[src/rtl/fifo_wr_arbiter_pkg.sv]
// rtl/fifo_wr_arbiter_pkg.sv - shared types and constants for the FIFO write-port arbiter
package fifo_wr_arbiter_pkg;

  typedef enum logic {IDLE, GRANT} arb_state_e;

  localparam int STAT_W = 16;

endpackage

[src/rtl/fifo_wr_arbiter_rr_pick.sv]
// rtl/fifo_wr_arbiter_rr_pick.sv - combinational round-robin winner search starting at ptr
module rr_pick #(
  parameter int NUM_REQ = 4,
  parameter int ID_W    = 2
) (
  input  logic [NUM_REQ-1:0] req,
  input  logic [ID_W-1:0]    ptr,
  output logic [ID_W-1:0]    winner,
  output logic               any_req
);

  always_comb begin
    int idx;
    winner  = '0;
    any_req = 1'b0;
    idx     = 0;
    for (int k = 0; k < NUM_REQ; k++) begin
      // explicit wrap keeps non-power-of-2 NUM_REQ in range
      idx = int'(ptr) + k;
      if (idx >= NUM_REQ) idx = idx - NUM_REQ;
      if (!any_req && req[idx]) begin
        any_req = 1'b1;
        winner  = ID_W'(idx);
      end
    end
  end

endmodule

[src/rtl/fifo_wr_arbiter.sv]
// rtl/fifo_wr_arbiter.sv - round-robin burst arbiter driving a FIFO write port
// Optional per-requester beat counters on stat_grants when FIFO_ARB_STATS_EN is defined.
module fifo_wr_arbiter
  import fifo_wr_arbiter_pkg::*;
#(
  parameter  int NUM_REQ    = 4,
  parameter  int DATA_WIDTH = 16,
  parameter  int MAX_BURST  = 4,
  localparam int ID_W       = $clog2(NUM_REQ)
) (
  input  logic                          clk,
  input  logic                          rst,
  input  logic [NUM_REQ-1:0]            req_valid,
  input  logic [NUM_REQ*DATA_WIDTH-1:0] req_data,
  output logic [NUM_REQ-1:0]            req_ready,
  input  logic                          fifo_full,
  output logic                          fifo_wr_en,
  output logic [DATA_WIDTH-1:0]         fifo_data_in,
  output logic                          grant_active,
`ifdef FIFO_ARB_STATS_EN
  output logic [NUM_REQ*STAT_W-1:0]     stat_grants,
`endif
  output logic [ID_W-1:0]               grant_id
);

  arb_state_e      state, state_nxt;
  logic [ID_W-1:0] rr_ptr, ptr_nxt, gid_nxt, pick_id;
  logic [3:0]      beat_cnt, beat_nxt;
  logic            any_req, rel;

  rr_pick #(.NUM_REQ(NUM_REQ), .ID_W(ID_W)) u_pick (
    .req     (req_valid),
    .ptr     (rr_ptr),
    .winner  (pick_id),
    .any_req (any_req)
  );

  always_comb begin
    state_nxt    = state;
    gid_nxt      = grant_id;
    ptr_nxt      = rr_ptr;
    beat_nxt     = beat_cnt;
    rel          = 1'b0;
    grant_active = 1'b0;
    req_ready    = '0;
    fifo_wr_en   = 1'b0;
    fifo_data_in = '0;
    case (state)
      IDLE: begin
        if (any_req) begin
          state_nxt = GRANT;
          gid_nxt   = pick_id;
          beat_nxt  = '0;
        end
      end
      GRANT: begin
        grant_active        = 1'b1;
        req_ready[grant_id] = ~fifo_full;
        fifo_wr_en          = req_valid[grant_id] & ~fifo_full;
        fifo_data_in        = req_data[int'(grant_id)*DATA_WIDTH +: DATA_WIDTH];
        // a full FIFO neither counts a beat nor releases the grant
        if (fifo_wr_en) begin
          beat_nxt = beat_cnt + 4'd1;
          if (beat_cnt == 4'(MAX_BURST - 1)) rel = 1'b1;
        end else if (!req_valid[grant_id]) begin
          rel = 1'b1;
        end
        if (rel) begin
          state_nxt = IDLE;
          ptr_nxt   = (grant_id == ID_W'(NUM_REQ - 1)) ? '0 : grant_id + ID_W'(1);
        end
      end
      default: state_nxt = IDLE;
    endcase
  end

  always_ff @(posedge clk or posedge rst) begin
    if (rst) begin
      state    <= IDLE;
      grant_id <= '0;
      rr_ptr   <= '0;
      beat_cnt <= '0;
    end else begin
      state    <= state_nxt;
      grant_id <= gid_nxt;
      rr_ptr   <= ptr_nxt;
      beat_cnt <= beat_nxt;
    end
  end

`ifdef FIFO_ARB_STATS_EN
  logic [STAT_W-1:0] stat_cnt [NUM_REQ];

  always_ff @(posedge clk or posedge rst) begin
    if (rst) begin
      for (int i = 0; i < NUM_REQ; i++) stat_cnt[i] <= '0;
    end else if (fifo_wr_en && (stat_cnt[grant_id] != '1)) begin
      stat_cnt[grant_id] <= stat_cnt[grant_id] + STAT_W'(1);
    end
  end

  for (genvar i = 0; i < NUM_REQ; i++) begin : g_stat
    assign stat_grants[i*STAT_W +: STAT_W] = stat_cnt[i];
  end
`endif

endmodule

[config.mk]
export PLATFORM = sky130hd
export DESIGN_NAME = fifo_wr_arbiter
export DESIGN_NICKNAME = d
export VERILOG_FILES = /design/src/rtl/fifo_wr_arbiter_pkg.sv /design/src/rtl/fifo_wr_arbiter_rr_pick.sv /design/src/rtl/fifo_wr_arbiter.sv
export SDC_FILE = /design/constraint.sdc
export NUM_CORES = 1
export LEC_CHECK = 0
export ABC_AREA = 1
export BUFFER_PORTS_ARGS = -buffer_cell sky130_fd_sc_hd__buf_2
export CORE_ASPECT_RATIO = 1.1
export CORE_MARGIN = 3
export CORE_UTILIZATION = 35
export DETAILED_ROUTE_END_ITERATION = 16
export PLACE_DENSITY = 0.7
export SLEW_MARGIN = 5
export SYNTH_ARGS = -nofsm -noshare
export SYNTH_HDL_FRONTEND = slang
export SYNTH_SLANG_ARGS = --single-unit
[constraint.sdc]
create_clock -name clk -period 3.4 [get_ports clk]
set_input_delay 0.34 -clock clk [delete_from_list [all_inputs] [get_ports clk]]
set_output_delay 0.34 -clock clk [all_outputs]
set_load 0.05 [all_outputs]
==> Yosys cells after proc, flatten, opt, wreduce, memory -nomap -nowiden <==
Cells that the tools add are included.
Widths: inputs -> output; s select.
{ "op_classes": {"addsub": 9, "order_cmp": 10, "eq_ne": 4, "n_shift": 1, "n_mux": 43, "bitwise_logic": 4, "reduce_logical": 10} }
{ "op_table": {"columns": ["operator", "n"], "rows": [
  ["$lt 32x4->1 const B", 4],
  ["$mux 32", 4],
  ["$ge 32x4->1 const B", 3],
  ["$sub 32x4->32 const B", 3],
  ["$shiftx 64x7->16", 1],
  ["$mux 1", 22],
  ["$mux 16", 1],
  ["$mux 4", 3],
  ["$bmux 1 s2", 5],
  ["$mux 2", 5],
  ["$pmux 4 s2", 1],
  ["$add 2x2->3 const B", 2],
  ["$reduce_and 2->1", 3],
  ["$add 4x1->4 const B", 1],
  ["$and 4x4->4", 1],
  ["$eq 4x2->1 const B", 1],
  ["$logic_and 1x1->1", 4],
  ["$sub 2x3->4 const B", 1],
  ["$add 2x1->3 const B", 1],
  ["$ge 2x3->1 const B", 1],
  ["$logic_not 1->1", 3],
  ["$lt 2x3->1 const B", 1],
  ["$add 2x1->2 const B", 1],
  ["$demux 1 s2", 1],
  ["7 further kinds", 8]
]} }
{ "totals": {"regBits": 9, "input_bits": 71, "output_inout_bits": 24, "word_cells": 85} }

==> Longest topological paths before layout <==
Gate-level depths: netlist of run 1.
{ "logic_depth": {"word_depth": 17, "ltp_mapped": 11, "depth_no_buf": 11} }

==> Cells and area by module <==
From an unflattened synthesis of run 1, not the netlist that was laid out.
{ "unflattened": {"hier_cells": 252, "hier_area_um2": 1461.4} }
{ "by_module_without_submodules": {"columns": ["module", "instances", "cells_per_inst", "area_per_inst_um2", "seq_area_each_um2"], "rows": [
  ["fifo_wr_arbiter", 1, 193, 1142.3, 225.2],
  ["rr_pick", 1, 59, 319.1, 0.0]
]} }

==> Least setup slack after synthesis of run 1 <==
No wires, ideal clock.
{ "synth_path": {"kind": "register to output", "startpoint": "register grant_id[0]", "endpoint": "output fifo_data_in[10]", "t_arrival_ns": 2.206, "required_time_ns": 3.060, "path_slack_ns": 0.854, "path_stages_with_launch": 7, "path_buffers": 2, "path_cell_list": "dfrtp_1 > buf_2 > buf_1 > nor2_1 > nor2_1 > o21ai_0 > a21oi_1"} }
{ "synth_between": {"elab_chain_len": 2} }
{ "synth_rtl": {"columns": ["item", "line_no", "rtl"], "rows": [
  ["start, declared", "fifo_wr_arbiter.sv:23", "output logic [ID_W-1:0] grant_id"],
  ["start signal, assigned", "fifo_wr_arbiter.sv:85", "grant_id <= gid_nxt;"],
  ["$shiftx 64x7->16", "fifo_wr_arbiter.sv:60", "fifo_data_in = req_data[int'(grant_id)*DATA_WIDTH +: DATA_WIDTH];"],
  ["$mux 16", "fifo_wr_arbiter.sv:48", "case (state)"],
  ["end, declared", "fifo_wr_arbiter.sv:18", "output logic [DATA_WIDTH-1:0] fifo_data_in,"]
]} }
No other way between the ends.

==> Final worst setup path of run 1 <==
{ "layout_path": {"startpoint": "register grant_id[1]", "endpoint": "output fifo_wr_en"} }
{ "layout_between": {"elab_chain_len": 4} }
{ "layout_rtl": {"columns": ["item", "line_no", "rtl"], "rows": [
  ["$bmux 1 s2", "fifo_wr_arbiter.sv:59", "fifo_wr_en = req_valid[grant_id] & ~fifo_full;"],
  ["$mux 1 (not written as such)", "fifo_wr_arbiter.sv:59", null],
  ["$and 1x1->1", "fifo_wr_arbiter.sv:59", null],
  ["$mux 1", "fifo_wr_arbiter.sv:48", null],
  ["end, declared", "fifo_wr_arbiter.sv:17", "output logic fifo_wr_en,"]
]} }
No other way between the ends. The select of a mux whose other input is x is not followed.

==> qor.csv, run 1 <==
metric;value;unit
outcome;complete, no violations;
gr-total-overflow;0;
crit_path_end_kind;output pin;
worst-slew-pin-transition;0.848;ns
worstHoldPathType;in2async;
hold_viol_final;0;
first_pass_iters;4;
port_buffers;94;
period_share;79.0;%
grt_max_degree;36;
first_iter_violations;131;
fin_skew;0.00385;ns
die_h;70.8;µm
max_freq;372;MHz
netlist_area;1340;µm²
num_io_pins;95;
root_buffer;clkbuf_4;
antenna_left;0;
cts_made_buffers;3;
rsz0062_at_grt;false;
syn_nets;325;
hpwlAfterDp;3.57;mm
synth_warnings;0;
maxSlewHeadroom;43.4;%
slew_viol_final;0;
dieWidth;64.9;µm
cp.required;3.06;ns
path_buf_inv;3;
gp_congestion;0.951;
drt_wl_total;4.67;mm
worst-path-stages;8;
yosys_register_bits;9;
h-tree-depth;1;
netlist_instances;249;
cts_hold_buf;0;
start_kind;flop;
clk_pin_slew;0.06;ns
r2r_end;beat_cnt[1]$_DFFE_PP0P_;
timing.rr.start;grant_id[1]$_DFFE_PP0P_;
worstSetupStartpoint;grant_id[1]$_DFFE_PP0P_;
num_vias;1884;
path_delay_family;flip-flops;
cts_buffer_depth;2;
setup_violations;0;
total_power;2.01;mW
final_cells;385;
place_inst;381;
cap_violations;0;
core_area;3500;µm²
synth-seq-area-share;16.8;%
num_rows;22;
vias_per_cell;4.89;
routedWlPerCell;12.1;µm
cts_tree;yes;
fin_nets;414;
synth_cell_types;24;
total_leakage_power;1.04;nW
grt_pass1_vias;1654;
critical_path_class;reg2out;
nFillCells;381;
ys.flop_type;dfrtp_1;
peakVddDrop;0.482;mV
initial_core_util;38.3;%
synth_edf_count;0;
clock_sinks;9;
rrSetupSlack;1.32;ns
drc;0;
antennaDiodeCount;0;
grtUsageTotal;19.7;%
antenna_found_initial;0;
area_growth;38.4;%
crit_slowest_cell;dfrtp_1;
cts_resized;0;
crit_end;fifo_wr_en;
ff2ff_path_depth;9;
crit_chain;inv_2 -> a21oi_1 -> o21ai_0 -> nand2_1 -> nor2_1 -> nand2_2 -> inv_1 -> buf_2;
period_needed;2.69;ns
syn_avg_cell_area;5.37;µm²
worstPathMaxFanout;22;
drive_above_1_share;34.4;%
arrival;2.35;ns
powerDensity;1080;nW/µm²
cts_setup_buffers;0;
dieArea;4600;µm²
ys_async_sr_fraction;100;%
fin_tns_setup;0;ns
worstSkewPairLatency;0.27;ns
slowest_delay;0.84;ns
grt_pass1_wl;7.44;mm
power by group:
group,switching [mW],internal [mW],leakage (nW)
clock,0.0407,0.0454,0.0150
sequential,0.112,0.149,0.114
combinational,1.21,0.448,0.915
total,1.37,0.642,1.04
how the worst min path moves through the flow:
stage,from,end,slack (ns),cells past startpoint
4_1_cts,rst,beat_cnt[2]$_DFFE_PP0P_,0.02,2
2_1_floorplan,rst,beat_cnt[0]$_DFFE_PP0P_,0.17,1
3_5_place_dp,rst,beat_cnt[2]$_DFFE_PP0P_,0.32,2
5_1_grt,rst,rr_ptr[1]$_DFFE_PP0P_,0.04,2
3_3_place_gp,rst,beat_cnt[2]$_DFFE_PP0P_,0.32,2
6_report,rst,beat_cnt[2]$_DFFE_PP0P_,0.02,2
flip-flops by register name, indices dropped and copies added (netlist names):
register	count
beat_cnt	4
rr_ptr	2
state	1
grant_id	2
metrics by stage:
stage | setup WS, ns | hold slack, ns | util, % | area [µm²]
2_1_floorplan | 0.854 | 0.168 | - | 1340
3_3_place_gp | 1.13 | 0.316 | 52.2 | 1830
3_5_place_dp | 1.07 | 0.319 | 52.2 | 1830
4_1_cts | 0.736 | 0.0240 | 53.0 | 1850
5_1_grt | 0.550 | 0.0409 | 53.0 | 1850
6_report | 0.713 | 0.0190 | 53.0 | 1850
worst register-to-register path: cells and delay by family, from the launching register on:
family                 cells  cell delay [ns]
DFF                        1             0.84
buffers and inverters      2             0.40
and+or+nand+nor            5             0.39
AOI/OAI and AO/OA          2             0.35
cells in the mapped netlist, types with 2 or more instances:
cell,n,share of area [%]
nor2_1,71,20
nand2_1,43,12
o21ai_0,38,14
a21oi_1,20,7.5
inv_1,13,3.6
nand3_1,12,4.5
dfrtp_1,9,17
nand2_2,9,4.2
clkbuf_1,5,1.4
ha_1,5,4.7
buf_2,4,1.5
inv_2,4,1.1
o21ai_1,4,1.5
buf_1,2,0.56
area by class of cell:
type	instances	area (µm²)	area share, %
Clock buffer	4	26.3	1.42
Tap cell	48	60.1	3.24
Multi-Input combinational cell	210	987	53.3
Sequential cell	9	225	12.2
Inverter	18	67.6	3.65
Timing Repair Buffer	96	485	26.2
cells in the final DEF (no fill, tap or decap), types with 2 or more instances in the layout:
cell,n
dfrtp_1,9
nor2_1,71
a21oi_1,20
nand2_2,9
o21ai_1,4
ha_1,5
buf_2,94
inv_1,13
o21ai_0,38
buf_4,2
inv_2,4
clkbuf_4,3
nand3_1,12
nand2_1,43
per-layer routing:
metal  GRT usage (%)  wire length, µm  vias up
met1            26.1             2070      833
li1                -                -      978
met3            3.49              366        6
met5               0                0        -
met2            33.3             2180       67
met4            4.23               55        0
cell families after synthesis:
kind of cell	Yosys count	share of synthesized area, %
fa+ha+maj	5	4.68
flops	9	16.8
xor+xnor	2	1.31
compound gates	63	23.8
simple gates	140	44.1
buf+inv	30	9.35
No activity file was read; power rests on OpenSTA's default activity.
==> inputs of run 2 (changes only) <==
clock period = 2.6 ns   (was 3.4 ns; I/O delays follow)
==> run 2 against run 1 <==
  * Power rose by 32%
  * Clock power grew 25%
  * Critical endpoint unchanged
  * Clock skew about the same
  * Sequential share of layout area shrank 0.22 points
  * Cell count is 1.0% higher
  * Critical path depth did not move
  * Critical path type unchanged
  * Cell area up 1.8%
  * Worst setup slack worse by 0.16 ns
  * Die area stayed put
  * Combinational power increased by 37%
==> qor.csv, run 2 (same netlist as run 1, synthesis figures left out) <==
metric;value;unit
antennaDiodeCount;0;
port_buffers;94;
grtUsageTotal;19.5;%
cap_violations;0;
slew_viol_final;0;
arrival;1.78;ns
maxSlewHeadroom;73.9;%
gr-total-overflow;0;
rsz0062_at_grt;false;
total_leakage_power;1.07;nW
period_share;78.6;%
powerDensity;1410;nW/µm²
fin_nets;418;
period_needed;2.04;ns
start_kind;flop;
core_area;3500;µm²
first_iter_violations;160;
die_h;70.8;µm
drc;0;
largest_reg_flops;4;
fin_skew;0.00365;ns
setup_violations;0;
hold_viol_final;0;
reg_top3;beat_cnt: 4 flops, grant_id: 2 flops, rr_ptr: 2 flops;
hpwlAfterDp;3.61;mm
clk_pin_slew;0.06;ns
drt_wl_total;4.57;mm
outcome;complete, no violations;
num_rows;22;
final_cells;389;
cts_made_buffers;3;
dieWidth;64.9;µm
initial_core_util;38.3;%
grt_pass1_vias;1685;
cts_buffer_depth;2;
root_buffer;clkbuf_4;
placed_area;1850;µm²
worst-slew-pin-transition;0.391;ns
peakVddDrop;0.518;mV
critical_path_class;reg2out;
grt_max_degree;27;
num_vias;1855;
layout_commonest_cell;buf_2;
dieArea;4600;µm²
worstSkewPairLatency;0.26;ns
area_growth;41.0;%
num_io_pins;95;
antenna_found_initial;0;
drive_above_1_share;35.2;%
antenna_left;0;
rrSetupSlack;0.89;ns
place_inst;384;
crit_path_end_kind;output pin;
cts_tree;yes;
cp.required;2.34;ns
first_pass_iters;5;
layout_common_cells;buf_2, nor2_1, nand2_1, o21ai_0, a21oi_1;
gp_congestion;0.867;
routedWlPerCell;11.8;µm
vias_per_cell;4.77;
fin_tns_setup;0;ns
clock_sinks;9;
worstPathMaxFanout;19;
fin_area;1890;µm²
max_freq;490;MHz
worstHoldPathType;in2reg;
cts_setup_buffers;0;
h-tree-depth;1;
top_register;beat_cnt;
grt_pass1_wl;7.43;mm
[run 2: through the flow]
stage / setup WS (ns) / hold WS, ns / utilization, % / total power, mW
global route: 0.355 / 0.416 / 53.9 / 2.92
floorplan: 0.134 / 0.0879 / - / 2.06
CTS: 0.547 / 0.392 / 53.9 / 2.67
global placement: 0.883 / 0.235 / 52.9 / 2.54
detailed placement: 0.846 / 0.236 / 52.9 / 2.55
finish: 0.557 / 0.394 / 53.9 / 2.65
[run 2: report_power, final]
| part | internal [mW] | leakage (nW) | switching (mW) |
|---|---|---|---|
| clock | 0.0568 | 0.0177 | 0.0516 |
| combinational | 0.615 | 0.934 | 1.66 |
| sequential | 0.197 | 0.114 | 0.0746 |
[run 2: routing by layer]
layer | GRT usage, % | share of wire (%) | vias up
met5 | 0 | 0 | -
met4 | 5.16 | 2.0 | 0
met3 | 2.38 | 7.1 | 9
met2 | 32.4 | 47 | 73
met1 | 26.4 | 44 | 790
li1 | - | - | 983
[run 2: final timing paths]
kind	cells past startpoint	startpoint	end
max	8	grant_id[1]$_DFFE_PP0P_	fifo_wr_en
min	4	fifo_full	beat_cnt[0]$_DFFE_PP0P_
max reg2reg	9	rr_ptr[0]$_DFFE_PP0P_	grant_id[0]$_DFFE_PP0P_
min reg2reg	1	beat_cnt[0]$_DFFE_PP0P_	beat_cnt[0]$_DFFE_PP0P_
max in group asynchronous	3	rst	grant_id[0]$_DFFE_PP0P_
min in group asynchronous	3	rst	beat_cnt[0]$_DFFE_PP0P_
[run 2: area by class of cell]
cell class              instances  area, µm²
fillers                       385       1610
multi-input cells             210        987
repair buffers                100        518
flip-flops and latches          9        225
inverters                      18       67.6
well taps                      48       60.1
clock buffers                   3       22.5
clock inverters                 1       5.00
[run 2: repair_timing]
action | 4_1_cts | 5_1_grt
endpoints found under the hold margin | 9 | 0
resized for setup | 0 | 0
hold buffers | 1 | 0
[run 2: critical path, cell delays in order (launching register included)]
cell and delay (ns):
dfrtp_1 0.38, inv_2 0.26, a21oi_1 0.06, o21ai_0 0.13, nand2_1 0.08, nor2_1 0.13
nand2_2 0.12, inv_1 0.09, buf_2 0.26
==> inputs of run 3 (changes only) <==
clock period = 2.1 ns   (was 2.6 ns; I/O delays follow)
==> run 3 against run 2 <==
  * Critical path type unchanged
  * Highest routed layer unchanged
  * Count of clock-buffer cells in the layout unchanged
  * Routed wire length shrank 1.0%
  * Sequential power up 41%
  * Non-clock buffer count up 3
  * Sequential share of layout area shrank 0.75 points
  * Hold slack got worse by 0.034 ns
  * Worst setup slack lost 0.37 ns
  * Combinational power up 35%
  * Critical path depth is 2 lower
  * Register-to-register slack worse by 0.44 ns
  * Clock skew grew 0.010 ns
  * Clock power grew 21%
==> qor.csv, run 3 (same netlist as run 1, synthesis figures left out) <==
metric;value;unit
outcome;complete, no violations;
place_inst;387;
root_buffer;clkbuf_4;
worstSetupStartpoint;grant_id[0]$_DFFE_PP0P_;
vias_per_cell;4.75;
switching_share;66.0;%
period_share;91.0;%
layout_common_cells;buf_2, nor2_1, nand2_1, o21ai_0, inv_1;
seqPwrFrac;10.7;%
grt_pass1_vias;1758;
cap_violations;0;
wl_met2;2.23;mm
grt_max_degree;24;
grt_pass1_wl;7.64;mm
switching_power;2.36;mW
setup_violations;0;
grtUsageTotal;20.0;%
routedWlPerCell;11.5;µm
top_register;beat_cnt;
fin_tns_setup;0;ns
cts_buffer_depth;2;
num_io_pins;95;
drive_above_1_share;40.4;%
hpwlAfterDp;3.78;mm
final_cells;392;
peakVddDrop;0.931;mV
num_rows;22;
intPower;1.21;mW
gp_congestion;0.821;
worstPathMaxFanout;23;
crit_path_end_kind;output pin;
worstSkewPairLatency;0.26;ns
maxSlewHeadroom;73.2;%
initial_core_util;38.3;%
num_vias;1863;
arrival;1.70;ns
cp.required;1.89;ns
die_h;70.8;µm
dieWidth;64.9;µm
clock_sinks;9;
timing.rr.start;rr_ptr[0]$_DFFE_PP0P_;
cts_setup_buffers;0;
antennaDiodeCount;0;
area_growth;52.1;%
slew_viol_final;0;
nFillCells;403;
fin_nets;421;
total_leakage_power;1.09;nW
rsz0062_at_grt;false;
clock_power_share;3.7;%
gr-total-overflow;0;
first_pass_iters;4;
period_needed;1.91;ns
fin_skew;0.0138;ns
wl_met3;295;µm
worst-slew-pin-transition;0.401;ns
highest_layer;met4;
cts_tree;yes;
reg_top3;beat_cnt: 4 flops, grant_id: 2 flops, rr_ptr: 2 flops;
wl_met1;1.96;mm
critical_path_class;reg2out;
worstHoldPathType;in2reg;
port_buffers;94;
core_area;3500;µm²
powerDensity;1760;nW/µm²
cts_made_buffers;3;
drt_wl_total;4.52;mm
antenna_left;0;
largest_reg_flops;4;
dieArea;4600;µm²
first_iter_violations;112;
hold_viol_final;0;
layout_commonest_cell;buf_2;
drc;0;
hp-start;fifo_full;
max_freq;523;MHz
start_kind;flop;
antenna_found_initial;0;
clk_pin_slew;0.07;ns
h-tree-depth;1;
combPwrFrac;85.7;%
==> run 3: cell count changes in the layout (fill, tap and decap cells not counted), moves of 3 or more <==
cell,delta
nor2_1,-4
nor2_2,+3
a21oi_1,-10
a21oi_4,+9
==> run 3: stage by stage <==
stage               hold WS [ns]  total power, mW  utilization [%]  instance area [µm²]  worst slack (ns)
floorplan                 0.0379             2.81                -                 1460            -0.222
global placement           0.189             3.44             56.9                 1990             0.369
detailed placement         0.195             3.45             56.9                 1990             0.306
CTS                        0.344             3.59             58.0                 2030           0.00881
global route               0.386             3.92             58.2                 2030            0.0454
finish                     0.360             3.57             58.2                 2030             0.189
==> run 3: final timing paths <==
check                                          end  cells past startpoint  slack [ns]
hold reg to reg            beat_cnt[0]$_DFFE_PP0P_                      1        0.51
hold / removal             beat_cnt[0]$_DFFE_PP0P_                      4        0.36
min in group asynchronous  beat_cnt[2]$_DFFE_PP0P_                      3        0.45
max in group asynchronous  grant_id[1]$_DFFE_PP0P_                      3        1.36
setup reg to reg           grant_id[1]$_DFFE_PP0P_                     11        0.45
setup / recovery                  fifo_data_in[11]                      6        0.19
==> run 3: power by group through the flow <==
stage / clock network, mW / registers, mW / logic [mW]
3_5_place_dp: 0 / 0.377 / 3.07
5_1_grt: 0.149 / 0.406 / 3.37
3_3_place_gp: 0 / 0.377 / 3.06
2_1_floorplan: 0 / 0.410 / 2.40
4_1_cts: 0.136 / 0.374 / 3.08
6_report: 0.131 / 0.381 / 3.06
==> run 3: cell type report <==
cell class	count	area [µm²]	area share [%]
Sequential cell	9	228	11.2
Clock inverter	1	5.00	0.246
Inverter	18	67.6	3.32
Clock buffer	3	22.5	1.11
Multi-Input combinational cell	210	1110	54.4
Timing Repair Buffer	103	544	26.8
Tap cell	48	60.1	2.95
==> run 3: timing repair <==
item | CTS | global route
hold buffers | 1 | 0
endpoints found under the setup margin | 0 | 11
gates resized for setup | 0 | 3
hold endpoints to repair | 9 | 0
==> run 3: routing by layer <==
metal	vias to the layer above	global-route usage, %
li1	992	-
met1	812	25.0
met2	55	35.8
met3	4	3.02
met4	0	4.23
met5	-	0
==> run 3: worst max-delay path: stages (launching register included) <==
cell     delay [ns]
dfrtp_2        0.47
buf_6          0.22
nor2_1         0.07
nor2_1         0.07
o21ai_0        0.15
a21oi_4        0.18
buf_2          0.27
